<file path="src/rtl/npu_stream_pkg.sv">
// Shared encodings for the NPU stream controller.
// FSM states, core op codes and the per-job config bundle.
package npu_stream_pkg;

    localparam logic [1:0] ST_IDLE  = 2'd0;
    localparam logic [1:0] ST_CLR   = 2'd1;
    localparam logic [1:0] ST_ISSUE = 2'd2;
    localparam logic [1:0] ST_DRAIN = 2'd3;

    localparam logic [1:0] OP_ADD = 2'b00;
    localparam logic [1:0] OP_MUL = 2'b01;
    localparam logic [1:0] OP_RQT = 2'b10;

    typedef struct packed {
        logic [1:0] op;
        logic       inv_a;
        logic       inv_b;
    } job_cfg_t;

endpackage

</file>
<file path="src/rtl/npu_stream_wr.sv">
// Result capture: writes core results to consecutive addresses,
// drops excess results and tracks idle cycles while draining.
module npu_stream_wr #(
    parameter int AW      = 16,
    parameter int TIMEOUT = 255
) (
    input  logic          clk,
    input  logic          rst_n,
    input  logic          clear_i,
    input  logic          active_i,
    input  logic          drain_i,
    input  logic [AW-1:0] len_i,
    input  logic          output_en_i,
    input  logic [7:0]    c_out_i,
    output logic          wr_en_o,
    output logic [AW-1:0] wr_addr_o,
    output logic [7:0]    wr_data_o,
    output logic          complete_o,
    output logic          timeout_o
);

    localparam int IW = $clog2(TIMEOUT + 1);

    logic          wr_en_q,   wr_en_d;
    logic [AW-1:0] wr_addr_q, wr_addr_d;
    logic [7:0]    wr_data_q, wr_data_d;
    logic [AW-1:0] wr_cnt_q,  wr_cnt_d;
    logic [IW-1:0] idle_q,    idle_d;

    assign complete_o = drain_i && (wr_cnt_q == len_i);
    assign timeout_o  = drain_i && (idle_q == IW'(TIMEOUT));

    // Next-state: accept results until LENGTH written, count idle drain cycles
    always_comb begin
        wr_en_d   = 1'b0;
        wr_addr_d = wr_addr_q;
        wr_data_d = wr_data_q;
        wr_cnt_d  = wr_cnt_q;
        idle_d    = idle_q;
        if (clear_i) begin
            wr_cnt_d = '0;
        end else if (active_i && output_en_i && (wr_cnt_q < len_i)) begin
            wr_en_d   = 1'b1;
            wr_addr_d = wr_cnt_q;
            wr_data_d = c_out_i;
            wr_cnt_d  = wr_cnt_q + AW'(1);
        end
        if (!drain_i || output_en_i) begin
            idle_d = '0;
        end else if (!timeout_o) begin
            idle_d = idle_q + IW'(1);
        end
    end

    // Result registers
    always_ff @(posedge clk or negedge rst_n) begin
        if (!rst_n) begin
            wr_en_q   <= 1'b0;
            wr_addr_q <= '0;
            wr_data_q <= '0;
            wr_cnt_q  <= '0;
            idle_q    <= '0;
        end else begin
            wr_en_q   <= wr_en_d;
            wr_addr_q <= wr_addr_d;
            wr_data_q <= wr_data_d;
            wr_cnt_q  <= wr_cnt_d;
            idle_q    <= idle_d;
        end
    end

    assign wr_en_o   = wr_en_q;
    assign wr_addr_o = wr_addr_q;
    assign wr_data_o = wr_data_q;

endmodule

</file>
<file path="src/rtl/npu_stream_ctrl.sv">
// Job sequencer for the NPU elementwise core: clears the core,
// streams operand pairs from RAM and hands results to the writer.
module npu_stream_ctrl
    import npu_stream_pkg::*;
#(
    parameter int AW         = 16,
    parameter int CLR_CYCLES = 2,
    parameter int TIMEOUT    = 255
) (
    input  logic          CLK,
    input  logic          RESET_X,
    input  logic          START,
    input  logic [AW-1:0] LENGTH,
    input  logic [1:0]    OP_CFG,
    input  logic          INV_A_CFG,
    input  logic          INV_B_CFG,
    output logic          RD_EN,
    output logic [AW-1:0] RD_ADDR,
    input  logic [7:0]    RD_A_DATA,
    input  logic [7:0]    RD_B_DATA,
    output logic          SOFT_RESET,
    output logic [1:0]    OP,
    output logic          INV_ASEL,
    output logic          INV_BSEL,
    output logic          INPUT_EN,
    output logic [7:0]    A_IN,
    output logic [7:0]    B_IN,
    input  logic          OUTPUT_EN,
    input  logic [7:0]    C_OUT,
    output logic          WR_EN,
    output logic [AW-1:0] WR_ADDR,
    output logic [7:0]    WR_DATA,
    output logic          BUSY,
    output logic          DONE,
    output logic          ERR
);

    logic [1:0]    state_q,   state_d;
    logic [AW-1:0] len_q,     len_d;
    job_cfg_t      cfg_q,     cfg_d;
    logic [AW-1:0] rd_cnt_q,  rd_cnt_d;
    logic [3:0]    clr_cnt_q, clr_cnt_d;
    logic          busy_q,    busy_d;
    logic          done_q,    done_d;
    logic          err_q,     err_d;
    logic          soft_q,    soft_d;
    logic          rd_en_q,   rd_en_d;
    logic [AW-1:0] rd_addr_q, rd_addr_d;
    logic          v1_q;
    logic          in_en_q;
    logic [7:0]    a_q,       b_q;
    logic          job_start;
    logic          wr_complete;
    logic          wr_timeout;

    // Job FSM next-state and registered control outputs
    always_comb begin
        state_d   = state_q;
        len_d     = len_q;
        cfg_d     = cfg_q;
        rd_cnt_d  = rd_cnt_q;
        clr_cnt_d = clr_cnt_q;
        busy_d    = busy_q;
        err_d     = err_q;
        rd_addr_d = rd_addr_q;
        done_d    = 1'b0;
        soft_d    = 1'b0;
        rd_en_d   = 1'b0;
        job_start = 1'b0;
        unique case (state_q)
            ST_IDLE: begin
                if (START) begin
                    err_d = 1'b0;
                    if (LENGTH != '0) begin
                        job_start = 1'b1;
                        len_d     = LENGTH;
                        cfg_d     = '{OP_CFG, INV_A_CFG, INV_B_CFG};
                        rd_cnt_d  = '0;
                        clr_cnt_d = '0;
                        busy_d    = 1'b1;
                        soft_d    = 1'b1;
                        state_d   = ST_CLR;
                    end else begin
                        done_d = 1'b1;
                    end
                end
            end
            ST_CLR: begin
                if (clr_cnt_q == 4'(CLR_CYCLES - 1)) begin
                    state_d   = ST_ISSUE;
                    rd_en_d   = 1'b1;
                    rd_addr_d = rd_cnt_q;
                    rd_cnt_d  = rd_cnt_q + AW'(1);
                end else begin
                    clr_cnt_d = clr_cnt_q + 4'd1;
                    soft_d    = 1'b1;
                end
            end
            ST_ISSUE: begin
                if (rd_cnt_q == len_q) begin
                    state_d = ST_DRAIN;
                end else begin
                    rd_en_d   = 1'b1;
                    rd_addr_d = rd_cnt_q;
                    rd_cnt_d  = rd_cnt_q + AW'(1);
                end
            end
            ST_DRAIN: begin
                if (wr_complete || wr_timeout) begin
                    done_d  = 1'b1;
                    err_d   = !wr_complete;
                    busy_d  = 1'b0;
                    cfg_d   = '{OP_ADD, 1'b0, 1'b0};
                    state_d = ST_IDLE;
                end
            end
            default: state_d = ST_IDLE;
        endcase
    end

    // FSM and control registers
    always_ff @(posedge CLK or negedge RESET_X) begin
        if (!RESET_X) begin
            state_q   <= ST_IDLE;
            len_q     <= '0;
            cfg_q     <= '{OP_ADD, 1'b0, 1'b0};
            rd_cnt_q  <= '0;
            clr_cnt_q <= '0;
            busy_q    <= 1'b0;
            done_q    <= 1'b0;
            err_q     <= 1'b0;
            soft_q    <= 1'b0;
            rd_en_q   <= 1'b0;
            rd_addr_q <= '0;
        end else begin
            state_q   <= state_d;
            len_q     <= len_d;
            cfg_q     <= cfg_d;
            rd_cnt_q  <= rd_cnt_d;
            clr_cnt_q <= clr_cnt_d;
            busy_q    <= busy_d;
            done_q    <= done_d;
            err_q     <= err_d;
            soft_q    <= soft_d;
            rd_en_q   <= rd_en_d;
            rd_addr_q <= rd_addr_d;
        end
    end

    // Operand pipeline: RAM data sampled one cycle after the read strobe
    always_ff @(posedge CLK or negedge RESET_X) begin
        if (!RESET_X) begin
            v1_q    <= 1'b0;
            in_en_q <= 1'b0;
            a_q     <= '0;
            b_q     <= '0;
        end else begin
            v1_q    <= rd_en_q;
            in_en_q <= v1_q;
            if (v1_q) begin
                a_q <= RD_A_DATA;
                b_q <= RD_B_DATA;
            end
        end
    end

    npu_stream_wr #(
        .AW      (AW),
        .TIMEOUT (TIMEOUT)
    ) u_wr (
        .clk         (CLK),
        .rst_n       (RESET_X),
        .clear_i     (job_start),
        .active_i    (state_q != ST_IDLE),
        .drain_i     (state_q == ST_DRAIN),
        .len_i       (len_q),
        .output_en_i (OUTPUT_EN),
        .c_out_i     (C_OUT),
        .wr_en_o     (WR_EN),
        .wr_addr_o   (WR_ADDR),
        .wr_data_o   (WR_DATA),
        .complete_o  (wr_complete),
        .timeout_o   (wr_timeout)
    );

    assign RD_EN      = rd_en_q;
    assign RD_ADDR    = rd_addr_q;
    assign SOFT_RESET = soft_q;
    assign OP         = cfg_q.op;
    assign INV_ASEL   = cfg_q.inv_a;
    assign INV_BSEL   = cfg_q.inv_b;
    assign INPUT_EN   = in_en_q;
    assign A_IN       = a_q;
    assign B_IN       = b_q;
    assign BUSY       = busy_q;
    assign DONE       = done_q;
    assign ERR        = err_q;

endmodule

</file>
<file path="config.mk">
export PLATFORM = sky130hd
export DESIGN_NAME = npu_stream_ctrl
export DESIGN_NICKNAME = d
export VERILOG_FILES = /design/src/rtl/npu_stream_pkg.sv /design/src/rtl/npu_stream_wr.sv /design/src/rtl/npu_stream_ctrl.sv
export SDC_FILE = /design/constraint.sdc
export NUM_CORES = 1
export LEC_CHECK = 0
export ABC_AREA = 0
export CORE_MARGIN = 5
export CORE_UTILIZATION = 27
export CTS_CLUSTER_SIZE = 24
export DETAILED_ROUTE_END_ITERATION = 7
export GPL_ROUTABILITY_DRIVEN = 0
export GPL_TIMING_DRIVEN = 0
export PLACE_DENSITY = 0.5
export SYNTH_ARGS = -nofsm -noshare
export SYNTH_HDL_FRONTEND = slang
export SYNTH_HIERARCHICAL = 1
export SYNTH_SLANG_ARGS = --single-unit
</file>
<file path="constraint.sdc">
create_clock -name CLK -period 6.5 [get_ports CLK]
set_input_delay 1.3 -clock CLK [delete_from_list [all_inputs] [get_ports CLK]]
set_output_delay 1.3 -clock CLK [all_outputs]
set_load 0.02 [all_outputs]
</file>
==> impl_metrics.yaml <==
global_routing:
  grt_pass1_vias: 5006
  antenna_found_initial: 0
  grt_pass1_wl_um: 26200
  grt_max_degree: 73
  grt_overflow: 0
  grtUsageTotal: 0.123
route:
  routed_wl_um: 15900
  first_iter_violations: 258
  drc_errors: 0
  via_per_inst: 4.65
  wl_per_cell_um: 15.6
  dr.pass1.iters: 4
  vias: 4749
  antenna_left: 0
clock_tree:
  clkSinkCount: 130
  cts_made_buffers: 17
  cts-htree-levels: 4
  cts-root-buf: "clkbuf_16"
  postCtsSetupRepairBufs: 0
  cts_tree: "built"
  clkTransAtPathRegs_ns: 0.06
  ctsResizeCount: 0
  clockBufferDepth: 2
  hold_buffers: 0
  clk_latency_ns: 0.42
yosys:
  synthTopCellsByArea: "dfrtp_1, mux2_2, ha_1"
  synth_common_cells: "dfrtp_1, mux2_2, nand2_1, inv_1, o21ai_0"
  synth_cells: 556
  ys_seq_area_frac: 0.514
  syn_nets: 630
  synth-edff-count: 0
  ys_ff_latch: 130
  synth_cell_types: 59
  avgSynthCellArea_um2: 11.4
  synth-async-reset-ratio: 1.00
  synth_area_leader_cell: "dfrtp_1"
  yosysTopAreaCellShare: 0.514
  synth_flop_cell: "dfrtp_1"
  synth.most_common_cell: "dfrtp_1"
  ys_warn_count: 6
  syn_area_mm2: 0.00633
setup_path:
  arrival_ns: 4.40
  critPathMaxFanout: 10
  worstPathCellList: "clkdlybuf4s50_1 > or4_4 > o41ai_4 > or2_1 > buf_6 > buf_12 > inv_4 > buf_1 > nand2b_1 > buf_4 > buf_6 > mux2_1"
  cp-end-kind: "flip-flop"
  startpoint_type: "input port"
  crit_path_max_incr_delay_ns: 0.58
  path_class: "in2reg"
  critPathMostFrequentCell: "buf_6"
  slowest_stage: "or4_4"
  required_ns: 6.80
die:
  ios: 115
  design.core.area_mm2: 0.0233
  initial_core_util: 0.272
  die-area_mm2: 0.0266
  die_y_um: 163
  die_w_um: 163
  row_count: 56
power:
  cellPowerDensity_mw_per_mm2: 426
  power.total_mw: 3.64
  ir_drop_mv: 0.183
  p_leak_nw: 3.76
final_layout:
  design_area_mm2: 0.00854
  fill_cells: 2336
  diodes: 0
  synthToLayoutAreaGrowth_pct: 34.9
  drive_gt1_frac: 0.152
  finalNetCount: 764
timing:
  fin_skew_ns: 0.0118
  setup_violations: 0
  hold_violations: 0
  period_minus_slack_ns: 4.10
  max_slew_margin: 0.622
  rsz0062_at_grt: "no"
  worst_pin_slew_ns: 0.567
  fmax_ghz: 0.244
  maxSlewViolCount: 0
  finalCritPeriodShare: 0.631
  tns_ns: 0
min_path:
  hp-class: "reg2reg"
placed_design:
  place_hpwl_um: 12000
  dpl-instance-area_mm2: 0.00790
  io_buffers: 114
outcome:
  status: "complete, no violations"
flow_run:
  max_cap_violations: 0
[worst max-delay path: cells and delay by family]
kind	cells	cell delay, ns
buf+inv	7	1.33
compound gates	1	0.47
simple gates	3	0.97
mux	1	0.32
[report_power, final]
part | switching (mW) | internal, mW | leakage (nW) | total (mW)
clock network | 0.381 | 0.657 | 0.307 | 1.04
logic | 0.735 | 0.662 | 1.76 | 1.40
registers | 0.175 | 1.03 | 1.69 | 1.20
total | 1.29 | 2.34 | 3.76 | 3.64
[layout by cell type, fill, tap and decap left out, drive strengths merged, types with 19 or more instances in the layout]
cell type,instances
a21oi,25
clkbuf,23
clkdlybuf4s50,113
dfrtp,130
ha,26
inv,37
mux2,74
nand2,35
nand3,25
nor2,19
o21ai,41
xor2,19
[routing by layer]
| layer | wire length [um] | track usage | part of all wire | vias to the layer above |
|---|---|---|---|---|
| met1 | 7410 | 0.162 | 0.47 | 2338 |
| met2 | 7470 | 0.201 | 0.47 | 119 |
| li1 | - | - | - | 2272 |
| met5 | 0 | 0 | 0 | - |
| met4 | 235 | 0.0408 | 0.015 | 0 |
| met3 | 774 | 0.0290 | 0.049 | 20 |
[flip-flops by register name (all words and copies together) (netlist names), 2 cells and up]
name	count
u_wr/wr_addr_o	16
A_IN	8
state_q	2
u_wr/idle_q	8
len_q	16
u_wr/wr_data_o	8
OP	2
rd_cnt_q	16
clr_cnt_q	4
u_wr/wr_cnt_q	16
RD_ADDR	16
B_IN	8
[cell type report]
type	instances	area [um2]	share of cell area
timing repair buffer	115	1170	0.137
inverter	34	130	0.0152
tap	319	399	0.0467
clock inverter	14	201	0.0236
sequential	130	3250	0.381
clock buffer	18	439	0.0514
buffer	19	136	0.0160
multi-input combinational	373	2810	0.329
[cell families (layout without fill, tap and decap cells)]
group                      count (synthesis)  after routing  share of synthesized area
and+or+nand+nor                          152            152                      0.131
adders and majority gates                 26             26                     0.0514
muxes                                     76             76                      0.135
DFF                                      130            130                      0.514
xor gates and xnor gates                  20             20                     0.0277
AOI/OAI and AO/OA                         99             99                     0.0986
buffers and inverters                     53            200                     0.0421
[worst paths after layout]
check	slack, ns	startpoint	cells past startpoint	endpoint
worst max-delay path	2.40	LENGTH[10]	12	u_wr/wr_data_o[1]
worst min-delay path	0.37	v1_q	0	INPUT_EN
worst max register to register	3.48	state_q[0]	13	u_wr/wr_data_o[1]
worst min register to register	0.37	v1_q	0	INPUT_EN
max in group asynchronous	4.89	RESET_X	2	B_IN[3]
min in group asynchronous	0.84	RESET_X	1	RD_ADDR[8]
[stage by stage]
| step | std cells | util | hold WS, ns | setup WS, ns |
|---|---|---|---|---|
| after floorplan | 556 | - | 0.352 | 2.81 |
| after global placement | 989 | 0.338 | 0.363 | -1.04 |
| after detailed placement | 990 | 0.340 | 0.365 | 1.95 |
| after CTS | 1022 | 0.367 | 0.379 | 2.39 |
| after global routing | 1022 | 0.367 | 0.387 | 2.28 |
| final | 1022 | 0.367 | 0.374 | 2.40 |
(Power assumes the default switching activity.)
